$ cat src/rtl/cla_seq_adder_ctrl.sv
// Sequential wide adder built around one shared 4-bit carry-lookahead slice.
// A WIDTH-bit add is processed one nibble per clock, LSB nibble first, with the
// inter-nibble carry held in a register.
//
// Ports:
//   clk    system clock, rising-edge
//   rst    synchronous active-high reset (priority over start)
//   start  request, accepted only when busy=0 (IDLE or DONE)
//   a, b   operands, captured on an accepted start
//   cin    carry into nibble 0, captured on an accepted start
//   busy   high for the NIB cycles of an operation
//   done   one-cycle pulse; sum/cout valid from this cycle on
//   sum    result of the last completed operation
//   cout   carry out of the top nibble of the last completed operation
module cla_seq_adder_ctrl #(
  parameter int unsigned WIDTH = 16  // multiple of 4, >= 8
) (
  input  logic             clk,
  input  logic             rst,
  input  logic             start,
  input  logic [WIDTH-1:0] a,
  input  logic [WIDTH-1:0] b,
  input  logic             cin,
  output logic             busy,
  output logic             done,
  output logic [WIDTH-1:0] sum,
  output logic             cout
);

  localparam int unsigned NIB = WIDTH / 4;
  localparam int unsigned CW  = (NIB > 1) ? $clog2(NIB) : 1;
  localparam logic [CW-1:0] LastNib = CW'(NIB - 1);

  typedef enum logic [1:0] {StIdle, StRun, StDone} state_e;

  state_e           state_q, state_d;
  logic [WIDTH-1:0] opa_q, opa_d;
  logic [WIDTH-1:0] opb_q, opb_d;
  logic [WIDTH-1:0] res_q, res_d;
  logic [WIDTH-1:0] sum_q, sum_d;
  logic             cout_q, cout_d;
  logic             carry_q, carry_d;
  logic [CW-1:0]    cnt_q, cnt_d;

  // Nibble select: shift the latched operands down by 4*cnt.
  logic [CW+1:0]    shamt;
  logic [WIDTH-1:0] opa_sh, opb_sh;
  logic [3:0]       nib_a, nib_b;

  assign shamt  = {cnt_q, 2'b00};
  assign opa_sh = opa_q >> shamt;
  assign opb_sh = opb_q >> shamt;
  assign nib_a  = opa_sh[3:0];
  assign nib_b  = opb_sh[3:0];

  // 4-bit carry-lookahead slice.
  logic [3:0] gen, prop, slice_sum;
  logic [4:0] c;

  always_comb begin
    gen  = nib_a & nib_b;
    prop = nib_a ^ nib_b;
    c[0] = carry_q;
    c[1] = gen[0] | (prop[0] & c[0]);
    c[2] = gen[1] | (prop[1] & gen[0]) | (prop[1] & prop[0] & c[0]);
    c[3] = gen[2] | (prop[2] & gen[1]) | (prop[2] & prop[1] & gen[0]) |
           (prop[2] & prop[1] & prop[0] & c[0]);
    c[4] = gen[3] | (prop[3] & gen[2]) | (prop[3] & prop[2] & gen[1]) |
           (prop[3] & prop[2] & prop[1] & gen[0]) |
           (prop[3] & prop[2] & prop[1] & prop[0] & c[0]);
    slice_sum = prop ^ c[3:0];
  end

  // Result register with nibble cnt replaced by the slice sum.
  logic [WIDTH-1:0] nib_mask, nib_val, res_merged;

  assign nib_mask   = {{(WIDTH-4){1'b0}}, 4'hF} << shamt;
  assign nib_val    = {{(WIDTH-4){1'b0}}, slice_sum} << shamt;
  assign res_merged = (res_q & ~nib_mask) | nib_val;

  always_comb begin
    state_d = state_q;
    opa_d   = opa_q;
    opb_d   = opb_q;
    res_d   = res_q;
    sum_d   = sum_q;
    cout_d  = cout_q;
    carry_d = carry_q;
    cnt_d   = cnt_q;

    unique case (state_q)
      StIdle, StDone: begin
        // DONE accepts start exactly like IDLE for back-to-back operation.
        if (start) begin
          opa_d   = a;
          opb_d   = b;
          carry_d = cin;
          cnt_d   = '0;
          state_d = StRun;
        end else begin
          state_d = StIdle;
        end
      end
      StRun: begin
        res_d   = res_merged;
        carry_d = c[4];
        cnt_d   = cnt_q + 1'b1;
        if (cnt_q == LastNib) begin
          sum_d   = res_merged;
          cout_d  = c[4];
          cnt_d   = '0;
          state_d = StDone;
        end
      end
      default: state_d = StIdle;
    endcase
  end

  always_ff @(posedge clk) begin
    if (rst) begin
      state_q <= StIdle;
      opa_q   <= '0;
      opb_q   <= '0;
      res_q   <= '0;
      sum_q   <= '0;
      cout_q  <= 1'b0;
      carry_q <= 1'b0;
      cnt_q   <= '0;
    end else begin
      state_q <= state_d;
      opa_q   <= opa_d;
      opb_q   <= opb_d;
      res_q   <= res_d;
      sum_q   <= sum_d;
      cout_q  <= cout_d;
      carry_q <= carry_d;
      cnt_q   <= cnt_d;
    end
  end

  assign busy = (state_q == StRun);
  assign done = (state_q == StDone);
  assign sum  = sum_q;
  assign cout = cout_q;

endmodule

$ cat config.mk
export PLATFORM = sky130hd
export DESIGN_NAME = cla_seq_adder_ctrl
export DESIGN_NICKNAME = d
export VERILOG_FILES = /design/src/rtl/cla_seq_adder_ctrl.sv
export SDC_FILE = /design/constraint.sdc
export NUM_CORES = 1
export LEC_CHECK = 0
export CAP_MARGIN = 10
export CORE_ASPECT_RATIO = 1.75
export CORE_UTILIZATION = 50
export CTS_CLUSTER_SIZE = 10
export DETAILED_ROUTE_END_ITERATION = 7
export PLACE_DENSITY = 0.86
export REMOVE_ABC_BUFFERS = 1
export SLEW_MARGIN = 5
export SYNTH_ARGS = -nofsm -noshare
export SYNTH_HDL_FRONTEND = slang
export SYNTH_SLANG_ARGS = --single-unit
$ cat constraint.sdc
create_clock -name clk -period 5.4 [get_ports clk]
set_input_delay 1.08 -clock clk [delete_from_list [all_inputs] [get_ports clk]]
set_output_delay 1.08 -clock clk [all_outputs]
set_load 0.05 [all_outputs]
# [After elaboration in Yosys (flattened, before gate mapping)]
# Cells that the tools add are included.
[totals] register_bits=70 elab_cells=64 inputBits=36
[op_classes] n_addsub=1 n_mux=8 n_reduce_logical=6 n_shift=4 eq_ne=5 n_bitwise=32
[op_table] op="$shr 16x4->4" n=2
[op_table] op="$and 1x1->1" n=16
[op_table] op="$and 16x16->16" n=1
[op_table] op="$not 16->16" n=1
[op_table] op="$or 16x16->16" n=1
[op_table] op="$shl 4x4->16" n=1
[op_table] op="$shl 4x4->16 const A" n=1
[op_table] op="$or 1x1->1" n=10
[op_table] op="$pmux 2 s2" n=2
[op_table] op="$xor 4x4->4" n=2
[op_table] op="$mux 2" n=3
[op_table] op="$reduce_and 2->1" n=3
[op_table] op="$and 4x4->4" n=1
[op_table] op="$eq 2x2->1 const B" n=2
[op_table] op="$add 2x1->2 const B" n=1
[op_table] op="$eq 2x1->1 const B" n=1
[op_table] op="$logic_not 2->1" n=1
[op_table] op="$mux 1" n=2
[op_table] op="$ne 2x1->1 const B" n=1
[op_table] op="$ne 2x2->1 const B" n=1
[op_table] op="$pmux 1 s2" n=1
[op_table] op="$reduce_bool 2->1" n=1
[op_table] op="$reduce_or 2->1" n=1

# [Logic depth before layout (Yosys ltp)]
[logic_depth] ltp_word=9 depth_mapped=9 ltp_nobuf=6

# [Worst setup path after synthesis]
# OpenSTA, ideal clock, no wires.
[synth_timing] kind="reg-to-reg" from="reg cnt_q[0]" to="reg res_q[3]" path_buffers=2 arrival_ps=2482 stages_incl_launch_ff=9 path_slack_ps=2786 cell_sequence="dfxtp_1 buf_2 buf_2 mux4_2 ha_1 a21o_1 a311o_1 nand4_1 a21oi_1"
[synth_via] elab_chain_len=9 word_cells_on_any_way=18 classes_between="shift (4); bitwise (14)"
[synth_lines] item="start: declaration" line_no="43" source="logic [CW-1:0] cnt_q, cnt_d;"
[synth_lines] item="start signal: assignment" line_no="137" source="cnt_q <= cnt_d;"
[synth_lines] item="$shr 16x4->4, on equally long branches" line_no="51, 52"
[synth_lines] item="$xor 4x4->4 / $and 4x4->4 (equally long branches)" line_no="62, 61"
[synth_lines] item="$and 1x1->1, on equally long branches" line_no="66, 67"
[synth_lines] item="$or 1x1->1, or another cell as far along" line_no="66" source="c[3] = gen[2] | (prop[2] & gen[1]) | (prop[2] & prop[1] & gen[0]) |"
[synth_lines] item="$or 1x1->1 / $and 1x1->1 (equally long branches)" line_no="66, 67"
[synth_lines] item="$or 1x1->1" line_no="66"
[synth_lines] item="$xor 4x4->4" line_no="71" source="slice_sum = prop ^ c[3:0];"
[synth_lines] item="$shl 4x4->16" line_no="78" source="assign nib_val = {{(WIDTH-4){1'b0}}, slice_sum} << shamt;"
[synth_lines] item="$or 16x16->16 (*)" line_no="79" source="assign res_merged = (res_q & ~nib_mask) | nib_val;"
[synth_lines] item="end signal: assignment" line_no="133" source="res_q <= res_d;"
[synth_lines] item="end: declaration" line_no="39" source="logic [WIDTH-1:0] res_q, res_d;"
# Every way passes the cells marked *; elsewhere a longest branch is shown, timed or not.
# A chain may end at the register's enable or synchronous reset.

# [Worst setup path after layout]
[layout_timing] from="reg state_q[0]" to="out busy"
[layout_via] elab_chain_len=1
[layout_lines] item="start: declaration" line_no="36" source="state_e state_q, state_d;"
[layout_lines] item="start signal: assignment" line_no="121" source="state_q <= StIdle;"
[layout_lines] item="start signal: assignment" line_no="130" source="state_q <= state_d;"
[layout_lines] item="$eq 2x1->1" line_no="141" source="assign busy = (state_q == StRun);"
[layout_lines] item="end: declaration" line_no="24" source="output logic busy,"
# Every way passes these cells.

==> metrics.yaml <==
synthesis:
  synthFlopType: "dfxtp_1"
  synth_compound_area_frac: 0.194
  synth_top_area_frac: 0.444
  ys_ff_latch: 66
  avgSynthCellArea_um2: 8.71
  synth_adder_area_share: 0.0445
  synth_top_family_by_area: "simple AND/OR/NAND/NOR gates"
  synth_common_cells: "70 x nand2_1, 66 x dfxtp_1, 44 x a21oi_1"
  synthesis.area_mm2: 0.00298
  synth.area.mux_share: 0.0605
  synthArstFlopShare: 0
  yosys.area.top_type: "dfxtp_1"
  syn_inst: 342
  synth-simple-area-share: 0.200
  synth_edf_count: 0
  yosysWarningCount: 0
  synth_cell_type_count: 39
  yosysSeqAreaShare: 0.444
  synth_xor_area_frac: 0.00294
  synth_area_leaders: "dfxtp_1 44%, nand2_1 8.8%, a21oi_1 7.4%"
  yosysMostFrequentCell: "nand2_1"
sta:
  hold_viol_final: 0
  clock_skew_ns: 0.00663
  setup-tns-final_ns: 0
  setup_violations: 0
  fin_ws_ns: 2.37
  worst_pin_slew_ns: 1.21
  max_freq_mhz: 330
  slew_violations: 0
  finalCritPeriodShare: 0.561
  slew-limit-headroom: 0.193
  rsz0062_at_grt: "false"
  min_period_ns: 3.03
worst_setup_path:
  required_ns: 4.32
  startpoint_type: "flip-flop"
  cp_slowest_cell: "clkdlybuf4s50_1"
  reg2reg_depth: 6
  cp_slowest_stage_delay_ns: 0.86
  crit_arrival_ns: 1.95
  end_kind: "primary output"
  path_max_fanout: 26
  crit_chain: "nand2b_4, inv_4, clkdlybuf4s50_1"
  criticalPathCategory: "reg -> out"
  r2r_slack_ns: 2.42
detailed_routing:
  wl_met2_um: 3370
  wl_met3_um: 231
  detail_route.drc_violations: 0
  wl_per_cell_um: 14.0
  via_per_inst: 5.58
  wl_um: 6470
  ant_nets: 0
  num_vias: 2585
  wl_met1_um: 2550
  drt-initial-drc-count: 157
  first_pass_iters: 4
  maxUsedRoutingLayer: "met4"
placed_design:
  place_ws_ns: 2.44
  gp_congestion: 0.798
  place_area_mm2: 0.00349
  portBuffers: 54
  dp.final_hpwl_um: 4570
  dp_cells: 447
floorplanning:
  start_util: 0.525
  die_area_mm2: 0.00628
  ioPinCount: 55
  core_mm2: 0.00568
  die_w_um: 60.4
  rows: 36
  fp.dieH_um: 104
finish:
  antennaDiodeCount: 0
  area_growth_pct: 22.6
  fin_cells: 463
  design_area_mm2: 0.00365
  nets: 428
  drive_above_1_share: 0.0801
clock_network:
  clk_latency_ns: 0.35
  ctsResizeCount: 0
  cts_tree: "done"
  cts_setup_buffers: 0
  cts_hold_buf: 0
  clock_tree.root_cell: "clkbuf_8"
  cts_buffers: 9
  ctsHtreeMaxLevel: 3
  clkTransAtPathRegs_ns: 0.07
  cts_sinks: 66
  clockBufferDepth: 2
run_status:
  outcome: "finished clean"
hold_path:
  min_path_cells: 2
  hp-class: "reg -> reg"
flow_run:
  maxCapViolCount: 0
global_route:
  grt_start_max_net_pins: 69
  track_usage: 0.236
  grt_pass1_wl_um: 11300
  grt_overflow: 0
  grt_pass1_vias: 2593
  antenna_found_initial: 0
power_and_ir_drop:
  p_per_area_mw_per_mm2: 283
  power_leakage_nw: 1.36
  max-vdd-ir-drop_v: 0.000173
flip-flops by register name (all words and copies together) (netlist names):
register,flops
opa_q,16
opb_q,16
sum,16
res_q,12
cnt_q,2
state_q,2
carry_q,1
cout,1
where the power goes:
group,internal (W),switching [W]
Combinational,0.0000684,0.0000856
Clock,0.000177,0.000172
Sequential,0.000510,0.0000183
Total,0.000756,0.000276
worst max-delay path, delay by kind of cell, from the launching register on:
family | cells | cell delay (ns)
flip-flops | 1 | 0.41
buffers and inverters | 2 | 1.09
AND/OR/NAND/NOR | 1 | 0.11
cell families (layout without fill, tap and decap cells):
kind of cell	after synthesis	after routing
compound gates	88	88
xor+xnor	1	1
fa+ha+maj	10	10
buf+inv	33	78
flops	66	66
mux	8	8
simple gates	136	136
layout make-up:
type / instances / area [µm²]
Multi-Input combinational cell: 243 / 1500
Tap cell: 76 / 95.1
Inverter: 7 / 28.8
Clock buffer: 13 / 149
Timing Repair Buffer: 55 / 543
Sequential cell: 66 / 1320
Fill cell: 504 / 2020
Clock inverter: 3 / 15.0
per-layer routing:
| metal | up-vias | track usage |
|---|---|---|
| met3 | 29 | 0.0709 |
| met4 | 0 | 0.145 |
| li1 | 1286 | - |
| met2 | 74 | 0.382 |
| met5 | - | 0 |
| met1 | 1196 | 0.256 |
metrics by stage:
stage,total power [W],util,hold slack [ns]
final,0.00103,0.643,0.453
after global placement,0.000686,0.614,0.441
after global routing,0.00108,0.643,0.475
after floorplan,0.000629,-,0.427
after detailed placement,0.000691,0.614,0.446
after CTS,0.00104,0.643,0.456
layout by cell type, fill, tap and decap left out, types with 3 or more instances in the layout:
cell,synthesis,routed
a311oi_1,7,7
nor2_1,33,33
clkbuf_8,0,10
mux4_2,8,8
a211oi_1,13,13
nand2_1,70,70
nand4_1,5,5
dfxtp_1,66,66
a22oi_1,7,7
a21oi_1,44,44
a31oi_1,3,3
nand2b_1,4,4
a221oi_1,4,4
clkbuf_1,14,3
ha_1,9,9
inv_1,6,6
nand3_1,5,5
clkdlybuf4s50_1,0,53
a21o_1,3,3
clkinv_2,0,3
nor3_1,6,6
final timing paths:
kind | startpoint | end
worst max-delay path | state_q[0]$_SDFFE_PP0P_ | busy
worst min register to register | sum[13]$_SDFFE_PP0P_ | sum[13]$_SDFFE_PP0P_
worst max register to register | cnt_q[0]$_SDFFE_PP0P_ | res_q[7]$_SDFFE_PP0P_
worst min-delay path | sum[13]$_SDFFE_PP0P_ | sum[13]$_SDFFE_PP0P_
Note: power is estimated with default switching activity, not from simulation.
